$ cat src/rtl/regfile_pkg.sv
// Shared register-bank definitions: address/data widths, register count and the queued write entry type.
package regfile_pkg;
  localparam int REG_AW    = 5;
  localparam int REG_DW    = 64;
  localparam int REG_COUNT = 32;
  localparam logic [REG_AW-1:0] REG_ZERO = 5'd0;

  typedef struct packed {
    logic [REG_AW-1:0] addr;
    logic [REG_DW-1:0] data;
  } wb_entry_t;
endpackage

$ cat src/rtl/wbq_bypass_match.sv
// Per-read-port forwarding lookup: scans queued entries oldest to youngest so the youngest match wins.
module wbq_bypass_match #(
  parameter int DEPTH = 4,
  parameter int AW    = 5,
  parameter int DW    = 64,
  parameter int PW    = $clog2(DEPTH)
) (
  input  logic [AW-1:0]    addr_arr_i [DEPTH],
  input  logic [DW-1:0]    data_arr_i [DEPTH],
  input  logic [DEPTH-1:0] valid_i,
  input  logic [PW-1:0]    head_i,
  input  logic [AW-1:0]    query_i,
  output logic             hit_o,
  output logic [DW-1:0]    data_o
);

  logic [PW-1:0] idx;

  always_comb begin
    hit_o  = 1'b0;
    data_o = '0;
    idx    = '0;
    for (int k = 0; k < DEPTH; k++) begin
      idx = head_i + PW'(k);
      // x0 is never stored, but the query itself must also never hit on zero
      if (valid_i[idx] && (addr_arr_i[idx] == query_i) && (query_i != '0)) begin
        hit_o  = 1'b1;
        data_o = data_arr_i[idx];
      end
    end
  end

endmodule

$ cat src/rtl/regfile_writeback_queue.sv
// Writeback FIFO draining into the register bank write port, one write per cycle.
// Define REGFILE_WBQ_BYPASS_EN to enable forwarding of pending entries on the byp_* ports.
module regfile_writeback_queue
  import regfile_pkg::*;
#(
  parameter int DEPTH = 4,
  parameter int AW    = REG_AW,
  parameter int DW    = REG_DW
) (
  input  logic                     clk,
  input  logic                     reset,
  input  logic                     in_valid,
  output logic                     in_ready,
  input  logic [AW-1:0]            in_addr,
  input  logic [DW-1:0]            in_data,
  input  logic                     drain_en,
  output logic [AW-1:0]            write_register,
  output logic [DW-1:0]            write_data,
  output logic                     register_write,
  output logic [$clog2(DEPTH):0]   level,
  input  logic [AW-1:0]            byp_addr_one,
  input  logic [AW-1:0]            byp_addr_two,
  output logic                     byp_hit_one,
  output logic                     byp_hit_two,
  output logic [DW-1:0]            byp_data_one,
  output logic [DW-1:0]            byp_data_two
);

  localparam int PW = $clog2(DEPTH);
  localparam int LW = PW + 1;

  logic [AW-1:0] addr_q [DEPTH];
  logic [DW-1:0] data_q [DEPTH];
  logic [PW-1:0] wr_ptr_q, wr_ptr_d;
  logic [PW-1:0] rd_ptr_q, rd_ptr_d;
  logic [LW-1:0] level_q, level_d;
  logic          push, pop;

  assign level    = level_q;
  assign in_ready = (level_q != LW'(DEPTH));
  // Held off during reset so a pre-reset head never reaches the bank
  assign register_write = (level_q != '0) && drain_en && !reset;
  assign write_register = register_write ? addr_q[rd_ptr_q] : '0;
  assign write_data     = register_write ? data_q[rd_ptr_q] : '0;

  assign push = in_valid && in_ready && (in_addr != '0);
  assign pop  = register_write;

  always_comb begin
    wr_ptr_d = wr_ptr_q;
    rd_ptr_d = rd_ptr_q;
    level_d  = level_q;
    if (push) wr_ptr_d = wr_ptr_q + 1'b1;
    if (pop)  rd_ptr_d = rd_ptr_q + 1'b1;
    if (push && !pop)      level_d = level_q + 1'b1;
    else if (pop && !push) level_d = level_q - 1'b1;
  end

  always_ff @(posedge clk) begin
    if (reset) begin
      wr_ptr_q <= '0;
      rd_ptr_q <= '0;
      level_q  <= '0;
    end else begin
      wr_ptr_q <= wr_ptr_d;
      rd_ptr_q <= rd_ptr_d;
      level_q  <= level_d;
    end
  end

  always_ff @(posedge clk) begin
    if (push && !reset) begin
      addr_q[wr_ptr_q] <= in_addr;
      data_q[wr_ptr_q] <= in_data;
    end
  end

`ifdef REGFILE_WBQ_BYPASS_EN
  logic [DEPTH-1:0] valid_mask;
  logic [PW-1:0]    offs;

  always_comb begin
    valid_mask = '0;
    offs       = '0;
    for (int i = 0; i < DEPTH; i++) begin
      offs          = PW'(i) - rd_ptr_q;
      valid_mask[i] = !reset && ({1'b0, offs} < level_q);
    end
  end

  wbq_bypass_match #(.DEPTH(DEPTH), .AW(AW), .DW(DW), .PW(PW)) u_byp_one (
    .addr_arr_i (addr_q),
    .data_arr_i (data_q),
    .valid_i    (valid_mask),
    .head_i     (rd_ptr_q),
    .query_i    (byp_addr_one),
    .hit_o      (byp_hit_one),
    .data_o     (byp_data_one)
  );

  wbq_bypass_match #(.DEPTH(DEPTH), .AW(AW), .DW(DW), .PW(PW)) u_byp_two (
    .addr_arr_i (addr_q),
    .data_arr_i (data_q),
    .valid_i    (valid_mask),
    .head_i     (rd_ptr_q),
    .query_i    (byp_addr_two),
    .hit_o      (byp_hit_two),
    .data_o     (byp_data_two)
  );
`else
  logic unused_byp;
  assign unused_byp   = ^{byp_addr_one, byp_addr_two};
  assign byp_hit_one  = 1'b0;
  assign byp_hit_two  = 1'b0;
  assign byp_data_one = '0;
  assign byp_data_two = '0;
`endif

endmodule

$ cat config.mk
export PLATFORM = sky130hd
export DESIGN_NAME = regfile_writeback_queue
export DESIGN_NICKNAME = d
export VERILOG_FILES = /design/src/rtl/regfile_pkg.sv /design/src/rtl/wbq_bypass_match.sv /design/src/rtl/regfile_writeback_queue.sv
export SDC_FILE = /design/constraint.sdc
export NUM_CORES = 1
export LEC_CHECK = 0
export ABC_AREA = 0
export CAP_MARGIN = 20
export CORE_ASPECT_RATIO = 0.75
export CORE_MARGIN = 4
export CORE_UTILIZATION = 29
export DETAILED_ROUTE_END_ITERATION = 6
export GPL_TIMING_DRIVEN = 1
export RECOVER_POWER = 100
export SLEW_MARGIN = 20
export SYNTH_ARGS = -nofsm -noshare
export SYNTH_HDL_FRONTEND = slang
export SYNTH_HIERARCHICAL = 1
export SYNTH_SLANG_ARGS = --single-unit
$ cat constraint.sdc
create_clock -name clk -period 20.5 [get_ports clk]
set_input_delay 4.1 -clock clk [delete_from_list [all_inputs] [get_ports clk]]
set_output_delay 4.1 -clock clk [all_outputs]
set_load 0.01 [all_outputs]
==> impl_metrics.xml, run 1 <==
<?xml version="1.0" encoding="UTF-8"?>
<metrics>
  <group name="status">
    <metric name="result_of_the_run" unit="">finished, violations left</metric>
    <metric name="violations_in_the_final_reports" unit="">max-capacitance violations, max-slew violations</metric>
  </group>
  <group name="critical_path">
    <metric name="reg2reg_to" unit="">data_q[2][50]$_DFFE_PP_</metric>
    <metric name="cp_slowest_stage_delay" unit="ns">1.34</metric>
    <metric name="worst_setup_path_startpoint" unit="">reset</metric>
    <metric name="path_common_cell" unit="">dlygate4sd3_1</metric>
    <metric name="critPathLaunchType" unit="">input port</metric>
    <metric name="cp.required" unit="ns">16.40</metric>
    <metric name="endpoint_kind" unit="">output port</metric>
    <metric name="worst_path_dominant_cell_family" unit="">buffers and inverters</metric>
    <metric name="critical-path-slowest-cell" unit="">clkbuf_1</metric>
    <metric name="timing.critical_path.arrival" unit="ns">8.26</metric>
    <metric name="path_cells" unit="">dlygate4sd3_1 -&gt; or2_0 -&gt; inv_1 -&gt; clkbuf_1 -&gt; and2_1 -&gt; dlygate4sd3_1</metric>
    <metric name="worst_setup_path_endpoint" unit="">write_data[4]</metric>
    <metric name="worstPathBufferInverterCount" unit="">4</metric>
    <metric name="r2r-start" unit="">level[0]$_SDFFE_PP0P_</metric>
    <metric name="critical_path_depth" unit="">6</metric>
    <metric name="worst-path-max-fanout" unit="">37</metric>
    <metric name="worst-r2r-setup-slack" unit="ns">16.79</metric>
    <metric name="crit_type" unit="">input port to output port</metric>
    <metric name="reg2reg_depth" unit="">4</metric>
  </group>
  <group name="synthesis">
    <metric name="synth_top_area_share" unit="%">69.8</metric>
    <metric name="number_of_synthesis_warnings" unit="">6</metric>
    <metric name="synth-edff-count" unit="">276</metric>
    <metric name="synth.distinct_cells" unit="">29</metric>
    <metric name="cell_area_after_technology_mapping" unit="mm²">0.0119</metric>
    <metric name="most_frequently_used_cell_type_in_the_post_synthesis_netlist" unit="">edfxtp_1</metric>
    <metric name="ys_top_cells_by_count" unit="">276 x edfxtp_1, 130 x buf_4, 69 x and2_1, 69 x mux4_2, 13 x clkbuf_1</metric>
    <metric name="asyncSetResetFlopFracSynth" unit="%">0</metric>
    <metric name="synth_flop_cell" unit="">edfxtp_1</metric>
    <metric name="syn-mean-instance-area" unit="µm²">19.2</metric>
    <metric name="area_contributors_post_synth" unit="">edfxtp_1 70%, mux4_2 13%, buf_4 8.2%</metric>
    <metric name="yosys.area.top_type" unit="">edfxtp_1</metric>
    <metric name="syn_inst" unit="">618</metric>
    <metric name="synth_seq_area_share" unit="%">71.3</metric>
    <metric name="synth_seq_cells" unit="">285</metric>
  </group>
  <group name="pwr">
    <metric name="static-leakage-power" unit="µW">0.00467</metric>
    <metric name="pwr_density_cell" unit="mW/mm²">104</metric>
    <metric name="vdd_drop_max" unit="V">0.0000600</metric>
    <metric name="finalPower" unit="µW">1480</metric>
  </group>
  <group name="clock_tree">
    <metric name="cts-hold-fix-buffers" unit="">0</metric>
    <metric name="clock-root-buffer" unit="">clkbuf_16</metric>
    <metric name="cts.reportedPaths.clkPinSlew" unit="ns">0.06</metric>
    <metric name="clk_path_buf_depth" unit="">3</metric>
    <metric name="htree_num_levels" unit="">1</metric>
    <metric name="post_cts_resize_count" unit="">0</metric>
    <metric name="number_of_clock_sinks" unit="">285</metric>
    <metric name="cts.repair_timing.setup_buffer_count" unit="">0</metric>
    <metric name="clock_latency" unit="ns">0.55</metric>
    <metric name="cts_inserted_buffers" unit="">28</metric>
    <metric name="tritoncts_clock_tree" unit="">yes</metric>
  </group>
  <group name="floorplan">
    <metric name="dieWidth" unit="µm">242</metric>
    <metric name="floorplan.die.height" unit="µm">183</metric>
    <metric name="initial_utilization" unit="%">29.7</metric>
    <metric name="pin_count" unit="">287</metric>
    <metric name="rows" unit="">63</metric>
    <metric name="placeableCoreArea" unit="mm²">0.0400</metric>
    <metric name="design.die.area" unit="mm²">0.0443</metric>
  </group>
  <group name="detailed_routing">
    <metric name="drtPass1Iterations" unit="">4</metric>
    <metric name="drc" unit="">0</metric>
    <metric name="routed_wire_length_per_instance" unit="µm">17.4</metric>
    <metric name="routed_via_density" unit="">4.09</metric>
    <metric name="antenna_viol_nets_final" unit="">0</metric>
    <metric name="routed-via-count" unit="">5410</metric>
    <metric name="first_iter_violations" unit="">226</metric>
    <metric name="wirelength" unit="mm">23.0</metric>
  </group>
  <group name="timing">
    <metric name="finalSetupViolations" unit="">0</metric>
    <metric name="timing_hold_violations_final" unit="">0</metric>
    <metric name="finClkSkew" unit="ns">0.0247</metric>
    <metric name="worst-slew-pin-transition" unit="ns">2.84</metric>
    <metric name="relSlewSlack" unit="%">-89.6</metric>
    <metric name="final.setup.worst_slack" unit="ns">8.14</metric>
    <metric name="final.setup.tns" unit="ns">0</metric>
    <metric name="setup_repair_after_global_routing_missed_its_margin" unit="">false</metric>
    <metric name="timing_max_transition_violations_final" unit="">322</metric>
    <metric name="fin_crit_sh" unit="%">60.3</metric>
    <metric name="clock.fmax" unit="MHz">80.9</metric>
    <metric name="fin_crit" unit="ns">12.36</metric>
  </group>
  <group name="hold_path">
    <metric name="hold_path.class" unit="">register to register</metric>
  </group>
  <group name="placement">
    <metric name="globalplace.congestion" unit="">0.680</metric>
    <metric name="portBuffers" unit="">146</metric>
    <metric name="dpl.cell_count" unit="">1270</metric>
    <metric name="dp_hpwl" unit="mm">14.1</metric>
    <metric name="place_ws" unit="ns">9.33</metric>
  </group>
  <group name="grt">
    <metric name="antenna_found_initial" unit="">5</metric>
    <metric name="grt_use_total" unit="%">10.1</metric>
    <metric name="grt_pass1_wl" unit="mm">34.5</metric>
    <metric name="largest_net_degree_at_the_start_of_global_routing" unit="">41</metric>
    <metric name="grt_pass1_vias" unit="">5697</metric>
    <metric name="grt_remaining_overflow" unit="">0</metric>
  </group>
  <group name="final_layout">
    <metric name="non_filler_instance_count_after_layout" unit="">1323</metric>
    <metric name="fill_cells" unit="">3772</metric>
    <metric name="num-nets-final" unit="">869</metric>
    <metric name="utilization" unit="%">35.6</metric>
    <metric name="area.growth.synth_to_final" unit="%">20.0</metric>
    <metric name="layout-drive-gt1-share" unit="%">13.8</metric>
  </group>
  <group name="run">
    <metric name="drv.max_cap_violation_count" unit="">9</metric>
  </group>
</metrics>
==> per-stage QoR <==
stage | hold WS, ns | cell area, µm²
after floorplan | 0.481 | 12400
after global placement | 0.501 | 13500
after detailed placement | 0.510 | 13500
after CTS | 0.526 | 14300
after global routing | 0.552 | 14200
final | 0.529 | 14200
==> worst reg2reg max path, cell delays in order, from the launching register on <==
cell,delay (ns)
dfxtp_1,0.45
or3b_2,0.19
o211ai_1,0.23
nor3b_1,0.29
clkbuf_1,2.04
==> flip-flops by register name, indices dropped and copies added (netlist names), named ones only <==
signal / count
data_q: 256
addr_q: 20
level: 3
rd_ptr_q: 2
wr_ptr_q: 2
==> final cells by class <==
cell class / instances / area, µm² / share of cell area (%)
diodes: 1 / 2.50 / 0.0176
clock buffers: 36 / 752 / 5.28
well taps: 520 / 651 / 4.57
flip-flops and latches: 285 / 8480 / 59.5
repair buffers: 157 / 1510 / 10.6
multi-input cells: 303 / 2760 / 19.4
inverters: 5 / 20.0 / 0.141
clock inverters: 16 / 77.6 / 0.545
==> kinds of logic (layout without fill, tap and decap cells) <==
logic type                 count (synthesis)  in the layout  synth area share (%)
and+or+nand+nor                           86             86                  4.49
buffers and inverters                    159            214                  9.36
AOI/OAI and AO/OA                          5              5                 0.401
adders and majority gates                  6              6                 0.696
xor gates and xnor gates                   4              4                 0.295
muxes                                     72             72                  13.4
DFF                                      285            285                  71.3
other                                      1            131                0.0316
==> routing by layer <==
| metal | track usage (%) | up-vias | part of all wire [%] |
|---|---|---|---|
| li1 | - | 2438 | - |
| met1 | 12.9 | 2740 | 41 |
| met2 | 16.8 | 190 | 48 |
| met3 | 3.76 | 36 | 8.5 |
| met4 | 1.83 | 6 | 1.8 |
| met5 | 0 | - | 0.17 |
==> worst min path at each step <==
stage | start | to | slack (ns) | cells after the start
2_1_floorplan | wr_ptr_q[1]$_SDFFE_PP0N_ | wr_ptr_q[1]$_SDFFE_PP0N_ | 0.48 | 2
3_3_place_gp | rd_ptr_q[1]$_SDFFE_PP0P_ | register | 0.50 | 2
3_5_place_dp | rd_ptr_q[1]$_SDFFE_PP0P_ | register | 0.51 | 2
4_1_cts | wr_ptr_q[1]$_SDFFE_PP0N_ | wr_ptr_q[1]$_SDFFE_PP0N_ | 0.53 | 2
5_1_grt | rd_ptr_q[0]$_SDFFE_PP0P_ | register | 0.55 | 2
6_report | wr_ptr_q[1]$_SDFFE_PP0N_ | wr_ptr_q[1]$_SDFFE_PP0N_ | 0.53 | 2
==> cell usage in the layout (no fill, tap or decap), drive strengths merged <==
cell type	synthesis	final
edfxtp	276	276
or4	1	1
or2	1	1
o21ai	1	1
buf	141	2
a21oi	1	1
fa	1	1
clkdlybuf4s50	0	61
nor2	7	7
dlygate4sd3	0	85
xor2	4	4
nand2b	2	2
dfxtp	9	9
or3	1	1
o211ai	1	1
o311ai	1	1
mux2	1	1
inv	5	4
and2	69	69
clkbuf	13	45
clkinv	0	15
diode	0	1
conb	1	130
mux4	69	69
or3b	1	1
nor3b	4	4
clkinvlp	0	2
ha	5	5
o31ai	1	1
mux2i	2	2
==> report_power, final <==
part | switching, µW | internal (µW)
clock network | 206 | 258
logic | 132 | 162
registers | 37.1 | 683
(Power assumes the default switching activity.)
==> run 2, diff against run 1 <==
Clock period 20.5 ns to 13 ns, I/O delays scaled along.
==> run 2 against run 1 <==
  * The flow still finishes with violations (max-capacitance violations, max-slew violations)
  * Worst hold slack got worse by 0.0054 ns
  * Sequential cell count stayed put
  * Count of clock-buffer cells in the layout stayed put
  * Via count rose by 0.74%
==> impl_metrics.xml, run 2 (synthesis results as in run 1) <==
<?xml version="1.0" encoding="UTF-8"?>
<metrics>
  <group name="status">
    <metric name="result_of_the_run" unit="">finished, violations left</metric>
    <metric name="violations_in_the_final_reports" unit="">max-capacitance violations, max-slew violations</metric>
  </group>
  <group name="timing">
    <metric name="relSlewSlack" unit="%">-108</metric>
    <metric name="fin_crit" unit="ns">9.24</metric>
    <metric name="finalSetupViolations" unit="">0</metric>
    <metric name="clock.fmax" unit="MHz">108</metric>
    <metric name="finClkSkew" unit="ns">0.0122</metric>
    <metric name="final.setup.tns" unit="ns">0</metric>
    <metric name="timing_max_transition_violations_final" unit="">319</metric>
    <metric name="timing_hold_violations_final" unit="">0</metric>
    <metric name="worst-slew-pin-transition" unit="ns">3.12</metric>
    <metric name="fin_crit_sh" unit="%">71.1</metric>
    <metric name="setup_repair_after_global_routing_missed_its_margin" unit="">false</metric>
  </group>
  <group name="critical_path">
    <metric name="r2r-start" unit="">level[0]$_SDFFE_PP0P_</metric>
    <metric name="critPathLaunchType" unit="">input port</metric>
    <metric name="timing.critical_path.arrival" unit="ns">6.64</metric>
    <metric name="reg2reg_depth" unit="">4</metric>
    <metric name="endpoint_kind" unit="">output port</metric>
    <metric name="worst-r2r-setup-slack" unit="ns">9.03</metric>
    <metric name="crit_type" unit="">input port to output port</metric>
    <metric name="reg2reg_to" unit="">data_q[3][52]$_DFFE_PP_</metric>
    <metric name="worst-path-max-fanout" unit="">37</metric>
    <metric name="cp.required" unit="ns">10.40</metric>
  </group>
  <group name="detailed_routing">
    <metric name="first_iter_violations" unit="">144</metric>
    <metric name="drtPass1Iterations" unit="">4</metric>
    <metric name="antenna_viol_nets_final" unit="">0</metric>
    <metric name="drc" unit="">0</metric>
    <metric name="routed_via_density" unit="">4.11</metric>
    <metric name="routed_wire_length_per_instance" unit="µm">17.7</metric>
    <metric name="routed-via-count" unit="">5450</metric>
    <metric name="wirelength" unit="mm">23.5</metric>
  </group>
  <group name="clock_tree">
    <metric name="tritoncts_clock_tree" unit="">yes</metric>
    <metric name="cts_inserted_buffers" unit="">30</metric>
    <metric name="cts-hold-fix-buffers" unit="">0</metric>
    <metric name="clock_latency" unit="ns">0.55</metric>
    <metric name="post_cts_resize_count" unit="">0</metric>
    <metric name="cts.reportedPaths.clkPinSlew" unit="ns">0.06</metric>
    <metric name="cts.repair_timing.setup_buffer_count" unit="">0</metric>
    <metric name="number_of_clock_sinks" unit="">285</metric>
    <metric name="clock-root-buffer" unit="">clkbuf_16</metric>
    <metric name="htree_num_levels" unit="">1</metric>
    <metric name="clk_path_buf_depth" unit="">3</metric>
  </group>
  <group name="final_layout">
    <metric name="num-nets-final" unit="">871</metric>
    <metric name="max_flop_register" unit="">data_q</metric>
    <metric name="final_area" unit="mm²">0.0144</metric>
    <metric name="area.growth.synth_to_final" unit="%">21.0</metric>
    <metric name="utilization" unit="%">35.9</metric>
    <metric name="layout.cells.most_common" unit="">edfxtp_1</metric>
    <metric name="fill_cells" unit="">3747</metric>
    <metric name="largest_register_ffs" unit="">256</metric>
    <metric name="layout-drive-gt1-share" unit="%">14.7</metric>
    <metric name="final_cell_mix" unit="">276 x edfxtp_1, 130 x conb_1, 83 x dlygate4sd3_1, 69 x mux4_2, 63 x clkdlybuf4s50_1</metric>
  </group>
  <group name="grt">
    <metric name="grt_use_total" unit="%">10.3</metric>
    <metric name="grt_pass1_vias" unit="">5831</metric>
    <metric name="grt_pass1_wl" unit="mm">35.5</metric>
    <metric name="largest_net_degree_at_the_start_of_global_routing" unit="">43</metric>
    <metric name="grt_remaining_overflow" unit="">0</metric>
    <metric name="antenna_found_initial" unit="">5</metric>
  </group>
  <group name="pwr">
    <metric name="pwr_density_cell" unit="mW/mm²">168</metric>
    <metric name="finalPower" unit="µW">2410</metric>
    <metric name="vdd_drop_max" unit="V">0.000118</metric>
    <metric name="static-leakage-power" unit="µW">0.00471</metric>
  </group>
  <group name="floorplan">
    <metric name="initial_utilization" unit="%">29.7</metric>
    <metric name="pin_count" unit="">287</metric>
    <metric name="floorplan.die.height" unit="µm">183</metric>
    <metric name="dieWidth" unit="µm">242</metric>
    <metric name="rows" unit="">63</metric>
    <metric name="placeableCoreArea" unit="mm²">0.0400</metric>
    <metric name="design.die.area" unit="mm²">0.0443</metric>
  </group>
  <group name="hold_path">
    <metric name="min_delay_worst_endpoint" unit="">wr_ptr_q[1]$_SDFFE_PP0N_</metric>
    <metric name="worstHoldPathCells" unit="">2</metric>
    <metric name="min_from" unit="">wr_ptr_q[1]$_SDFFE_PP0N_</metric>
    <metric name="hold_path.class" unit="">register to register</metric>
  </group>
  <group name="placement">
    <metric name="post_dp_cell_area" unit="mm²">0.0135</metric>
    <metric name="dp_hpwl" unit="mm">14.2</metric>
    <metric name="globalplace.congestion" unit="">0.665</metric>
    <metric name="portBuffers" unit="">146</metric>
  </group>
  <group name="run">
    <metric name="drv.max_cap_violation_count" unit="">9</metric>
  </group>
</metrics>
[run 2: cell type report]
class | count | area (µm²) | area share, %
antenna | 1 | 2.50 | 0.0174
clock buffer | 36 | 795 | 5.53
clock inverter | 19 | 148 | 1.03
inverter | 5 | 20.0 | 0.139
multi-input combinational | 303 | 2760 | 19.2
sequential | 285 | 8480 | 59.0
tap | 520 | 651 | 4.53
timing repair buffer | 157 | 1510 | 10.5
[run 2: critical path, cell delays in order]
cell,delay (ns)
dlygate4sd3_1,0.72
or2_0,0.32
inv_1,0.80
clkbuf_1,1.24
and2_1,0.26
dlygate4sd3_1,0.69
[run 2: worst max path at each step]
| stage | from | end | slack, ns |
|---|---|---|---|
| 2_1_floorplan | reset | addr_q[0][0]$_DFFE_PP_ | 4.52 |
| 3_3_place_gp | reset | write_data[4] | 4.87 |
| 3_5_place_dp | reset | write_data[4] | 4.89 |
| 4_1_cts | reset | write_data[6] | 4.88 |
| 5_1_grt | reset | write_data[4] | 3.30 |
| 6_report | reset | write_data[4] | 3.76 |
[run 2: routing by layer]
layer / track usage, % / up-vias / wire [µm]
li1: - / 2438 / -
met4: 2.30 / 8 / 512
met3: 3.74 / 49 / 1830
met2: 17.1 / 181 / 11100
met5: 0 / - / 46
met1: 13.2 / 2774 / 9980
[run 2: stage by stage]
| stage | cells | worst slack [ns] | hold WS, ns |
|---|---|---|---|
| 2_1_floorplan | 747 | 4.52 | 0.481 |
| 3_5_place_dp | 1270 | 4.89 | 0.505 |
| 6_report | 1326 | 3.76 | 0.523 |
| 5_1_grt | 1325 | 3.30 | 0.574 |
| 3_3_place_gp | 1270 | 4.87 | 0.501 |
| 4_1_cts | 1325 | 4.88 | 0.520 |
[run 2: power breakdown]
group          total [µW]  switching (µW)  internal, µW
Sequential           1130            52.1          1080
Clock                 813             340           473
Combinational         469             214           255
Total                2410             606          1800
==> run 3, diff against run 2 <==
Clock period 13 ns to 9.6 ns, I/O delays scaled along.
==> run 3 against run 2 <==
  * The flow still finishes with violations (max-capacitance violations, max-slew violations)
  * Design area decreased by 0.31%
  * Setup slack got worse by 0.82 ns
  * Non-clock buffer count unchanged
  * Die area unchanged
  * Register-to-register slack got worse by 3.7 ns
  * Total power increased by 34%
  * Global-route usage decreased by 0.20 points
  * Clock skew increased by 0.0055 ns
  * Critical path depth unchanged
  * Wire length decreased by 0.48%
  * Via count increased by 0.51%
==> impl_metrics.xml, run 3 (synthesis results as in run 1) <==
<?xml version="1.0" encoding="UTF-8"?>
<metrics>
  <group name="status">
    <metric name="result_of_the_run" unit="">finished, violations left</metric>
    <metric name="violations_in_the_final_reports" unit="">max-capacitance violations, max-slew violations</metric>
  </group>
  <group name="grt">
    <metric name="grt_use_total" unit="%">10.1</metric>
    <metric name="grt_pass1_vias" unit="">5780</metric>
    <metric name="grt_pass1_wl" unit="mm">34.9</metric>
    <metric name="largest_net_degree_at_the_start_of_global_routing" unit="">59</metric>
    <metric name="grt_remaining_overflow" unit="">0</metric>
    <metric name="antenna_found_initial" unit="">5</metric>
  </group>
  <group name="final_layout">
    <metric name="utilization" unit="%">35.8</metric>
    <metric name="fill_cells" unit="">3760</metric>
    <metric name="layout-drive-gt1-share" unit="%">14.6</metric>
    <metric name="area.growth.synth_to_final" unit="%">20.6</metric>
    <metric name="final_cell_mix" unit="">276 x edfxtp_1, 130 x conb_1, 91 x dlygate4sd3_1, 69 x mux4_2, 55 x clkdlybuf4s50_1</metric>
    <metric name="final-seq-area" unit="mm²">0.00848</metric>
    <metric name="largest_register_ffs" unit="">256</metric>
    <metric name="num-nets-final" unit="">870</metric>
    <metric name="multi_input_comb_area" unit="mm²">0.00276</metric>
    <metric name="max_flop_register" unit="">data_q</metric>
    <metric name="layout.cells.most_common" unit="">edfxtp_1</metric>
  </group>
  <group name="detailed_routing">
    <metric name="antenna_viol_nets_final" unit="">0</metric>
    <metric name="drtPass1Iterations" unit="">5</metric>
    <metric name="routed_via_density" unit="">4.14</metric>
    <metric name="routed-via-count" unit="">5478</metric>
    <metric name="first_iter_violations" unit="">288</metric>
    <metric name="wirelength" unit="mm">23.4</metric>
    <metric name="drc" unit="">0</metric>
    <metric name="routed_wire_length_per_instance" unit="µm">17.6</metric>
  </group>
  <group name="timing">
    <metric name="relSlewSlack" unit="%">-139</metric>
    <metric name="setup_repair_after_global_routing_missed_its_margin" unit="">false</metric>
    <metric name="fin_crit_sh" unit="%">69.4</metric>
    <metric name="worst-slew-pin-transition" unit="ns">3.59</metric>
    <metric name="finalSetupViolations" unit="">0</metric>
    <metric name="timing_hold_violations_final" unit="">0</metric>
    <metric name="timing_max_transition_violations_final" unit="">244</metric>
    <metric name="final.setup.tns" unit="ns">0</metric>
    <metric name="fin_crit" unit="ns">6.66</metric>
    <metric name="final.setup.worst_slack" unit="ns">2.94</metric>
    <metric name="clock.fmax" unit="MHz">150</metric>
    <metric name="finClkSkew" unit="ns">0.0177</metric>
  </group>
  <group name="pwr">
    <metric name="finalPower" unit="µW">3230</metric>
    <metric name="static-leakage-power" unit="µW">0.00472</metric>
    <metric name="pwr_density_cell" unit="mW/mm²">225</metric>
    <metric name="vdd_drop_max" unit="V">0.000169</metric>
  </group>
  <group name="clock_tree">
    <metric name="number_of_clock_sinks" unit="">285</metric>
    <metric name="cts_inserted_buffers" unit="">29</metric>
    <metric name="tritoncts_clock_tree" unit="">yes</metric>
    <metric name="clk_path_buf_depth" unit="">3</metric>
    <metric name="clock_latency" unit="ns">0.55</metric>
    <metric name="post_cts_resize_count" unit="">0</metric>
    <metric name="cts.repair_timing.setup_buffer_count" unit="">0</metric>
    <metric name="cts-hold-fix-buffers" unit="">0</metric>
    <metric name="htree_num_levels" unit="">1</metric>
    <metric name="cts.reportedPaths.clkPinSlew" unit="ns">0.06</metric>
    <metric name="clock-root-buffer" unit="">clkbuf_16</metric>
  </group>
  <group name="hold_path">
    <metric name="hold_path.class" unit="">register to register</metric>
  </group>
  <group name="floorplan">
    <metric name="placeableCoreArea" unit="mm²">0.0400</metric>
    <metric name="pin_count" unit="">287</metric>
    <metric name="floorplan.die.height" unit="µm">183</metric>
    <metric name="initial_utilization" unit="%">29.7</metric>
    <metric name="dieWidth" unit="µm">242</metric>
    <metric name="rows" unit="">63</metric>
    <metric name="design.die.area" unit="mm²">0.0443</metric>
  </group>
  <group name="critical_path">
    <metric name="worstPathBufferInverterCount" unit="">4</metric>
    <metric name="crit_type" unit="">input port to output port</metric>
    <metric name="worst-path-max-fanout" unit="">58</metric>
    <metric name="endpoint_kind" unit="">output port</metric>
    <metric name="critical-path-slowest-cell" unit="">dlygate4sd3_1</metric>
    <metric name="cp.required" unit="ns">7.68</metric>
    <metric name="worst_path_dominant_cell_family" unit="">buffers and inverters</metric>
    <metric name="timing.critical_path.arrival" unit="ns">4.74</metric>
    <metric name="critPathLaunchType" unit="">input port</metric>
    <metric name="cp_slowest_stage_delay" unit="ns">0.73</metric>
    <metric name="path_cells" unit="">dlygate4sd3_1 -&gt; or2_0 -&gt; inv_1 -&gt; buf_4 -&gt; and2_0 -&gt; clkdlybuf4s50_1</metric>
  </group>
  <group name="placement">
    <metric name="place_ws" unit="ns">2.99</metric>
    <metric name="dp_hpwl" unit="mm">14.2</metric>
    <metric name="globalplace.congestion" unit="">0.667</metric>
    <metric name="portBuffers" unit="">146</metric>
  </group>
  <group name="run">
    <metric name="drv.max_cap_violation_count" unit="">6</metric>
  </group>
</metrics>
[run 3: cell types whose count changed in the layout (fill, tap and decap cells not counted)]
cell             delta
clkbuf_16           -2
inv_6               +1
clkinvlp_4          +2
and2_0              -8
clkdlybuf4s50_1     -8
clkbuf_1            +1
buf_4               +1
clkinv_1            -2
clkinv_4            -2
dlygate4sd3_1       +8
and2_1              +8
clkinv_2            -1
[run 3: area by class of cell]
cell class                      instances  area share [%]
Clock inverter                         17           0.988
Antenna cell                            1          0.0175
Multi-Input combinational cell        303            19.3
Tap cell                              520            4.55
Sequential cell                       285            59.2
Timing Repair Buffer                  157            10.6
Clock buffer                           36            5.25
Inverter                                5           0.140
[run 3: worst paths after layout]
check / startpoint / end / slack [ns] / depth (start not counted)
worst min-delay path: rd_ptr_q[0]$_SDFFE_PP0P_ / register / 0.53 / 2
worst max register to register: level[0]$_SDFFE_PP0P_ / data_q[2][44]$_DFFE_PP_ / 5.31 / 4
worst max-delay path: reset / write_data[60] / 2.94 / 6
worst min register to register: rd_ptr_q[0]$_SDFFE_PP0P_ / register / 0.53 / 2
[run 3: stage by stage]
| stage | instances | instance area (µm²) | hold slack [ns] |
|---|---|---|---|
| floorplan | 747 | 12400 | 0.481 |
| global placement | 1270 | 13500 | 0.504 |
| detailed placement | 1270 | 13500 | 0.510 |
| CTS | 1323 | 14400 | 0.526 |
| global route | 1323 | 14300 | 0.553 |
| finish | 1324 | 14300 | 0.529 |
[run 3: per-layer routing]
layer	GRT usage [%]	vias to the layer above	routed length [µm]
li1	-	2436	-
met1	13.1	2807	9800
met2	16.5	188	11100
met3	3.87	41	1980
met4	2.02	6	439
met5	0	-	40
[run 3: worst register-to-register path, stage by stage (launching register included)]
cell and delay, ns:
dfxtp_1 0.46, or3b_2 0.20, o211ai_1 0.23, nor3b_1 0.32
clkbuf_1 2.56
[run 3: report_power, final]
part	internal (µW)	total (µW)	switching [µW]
Sequential	1460	1530	69.3
Clock	608	1060	450
Combinational	345	641	296
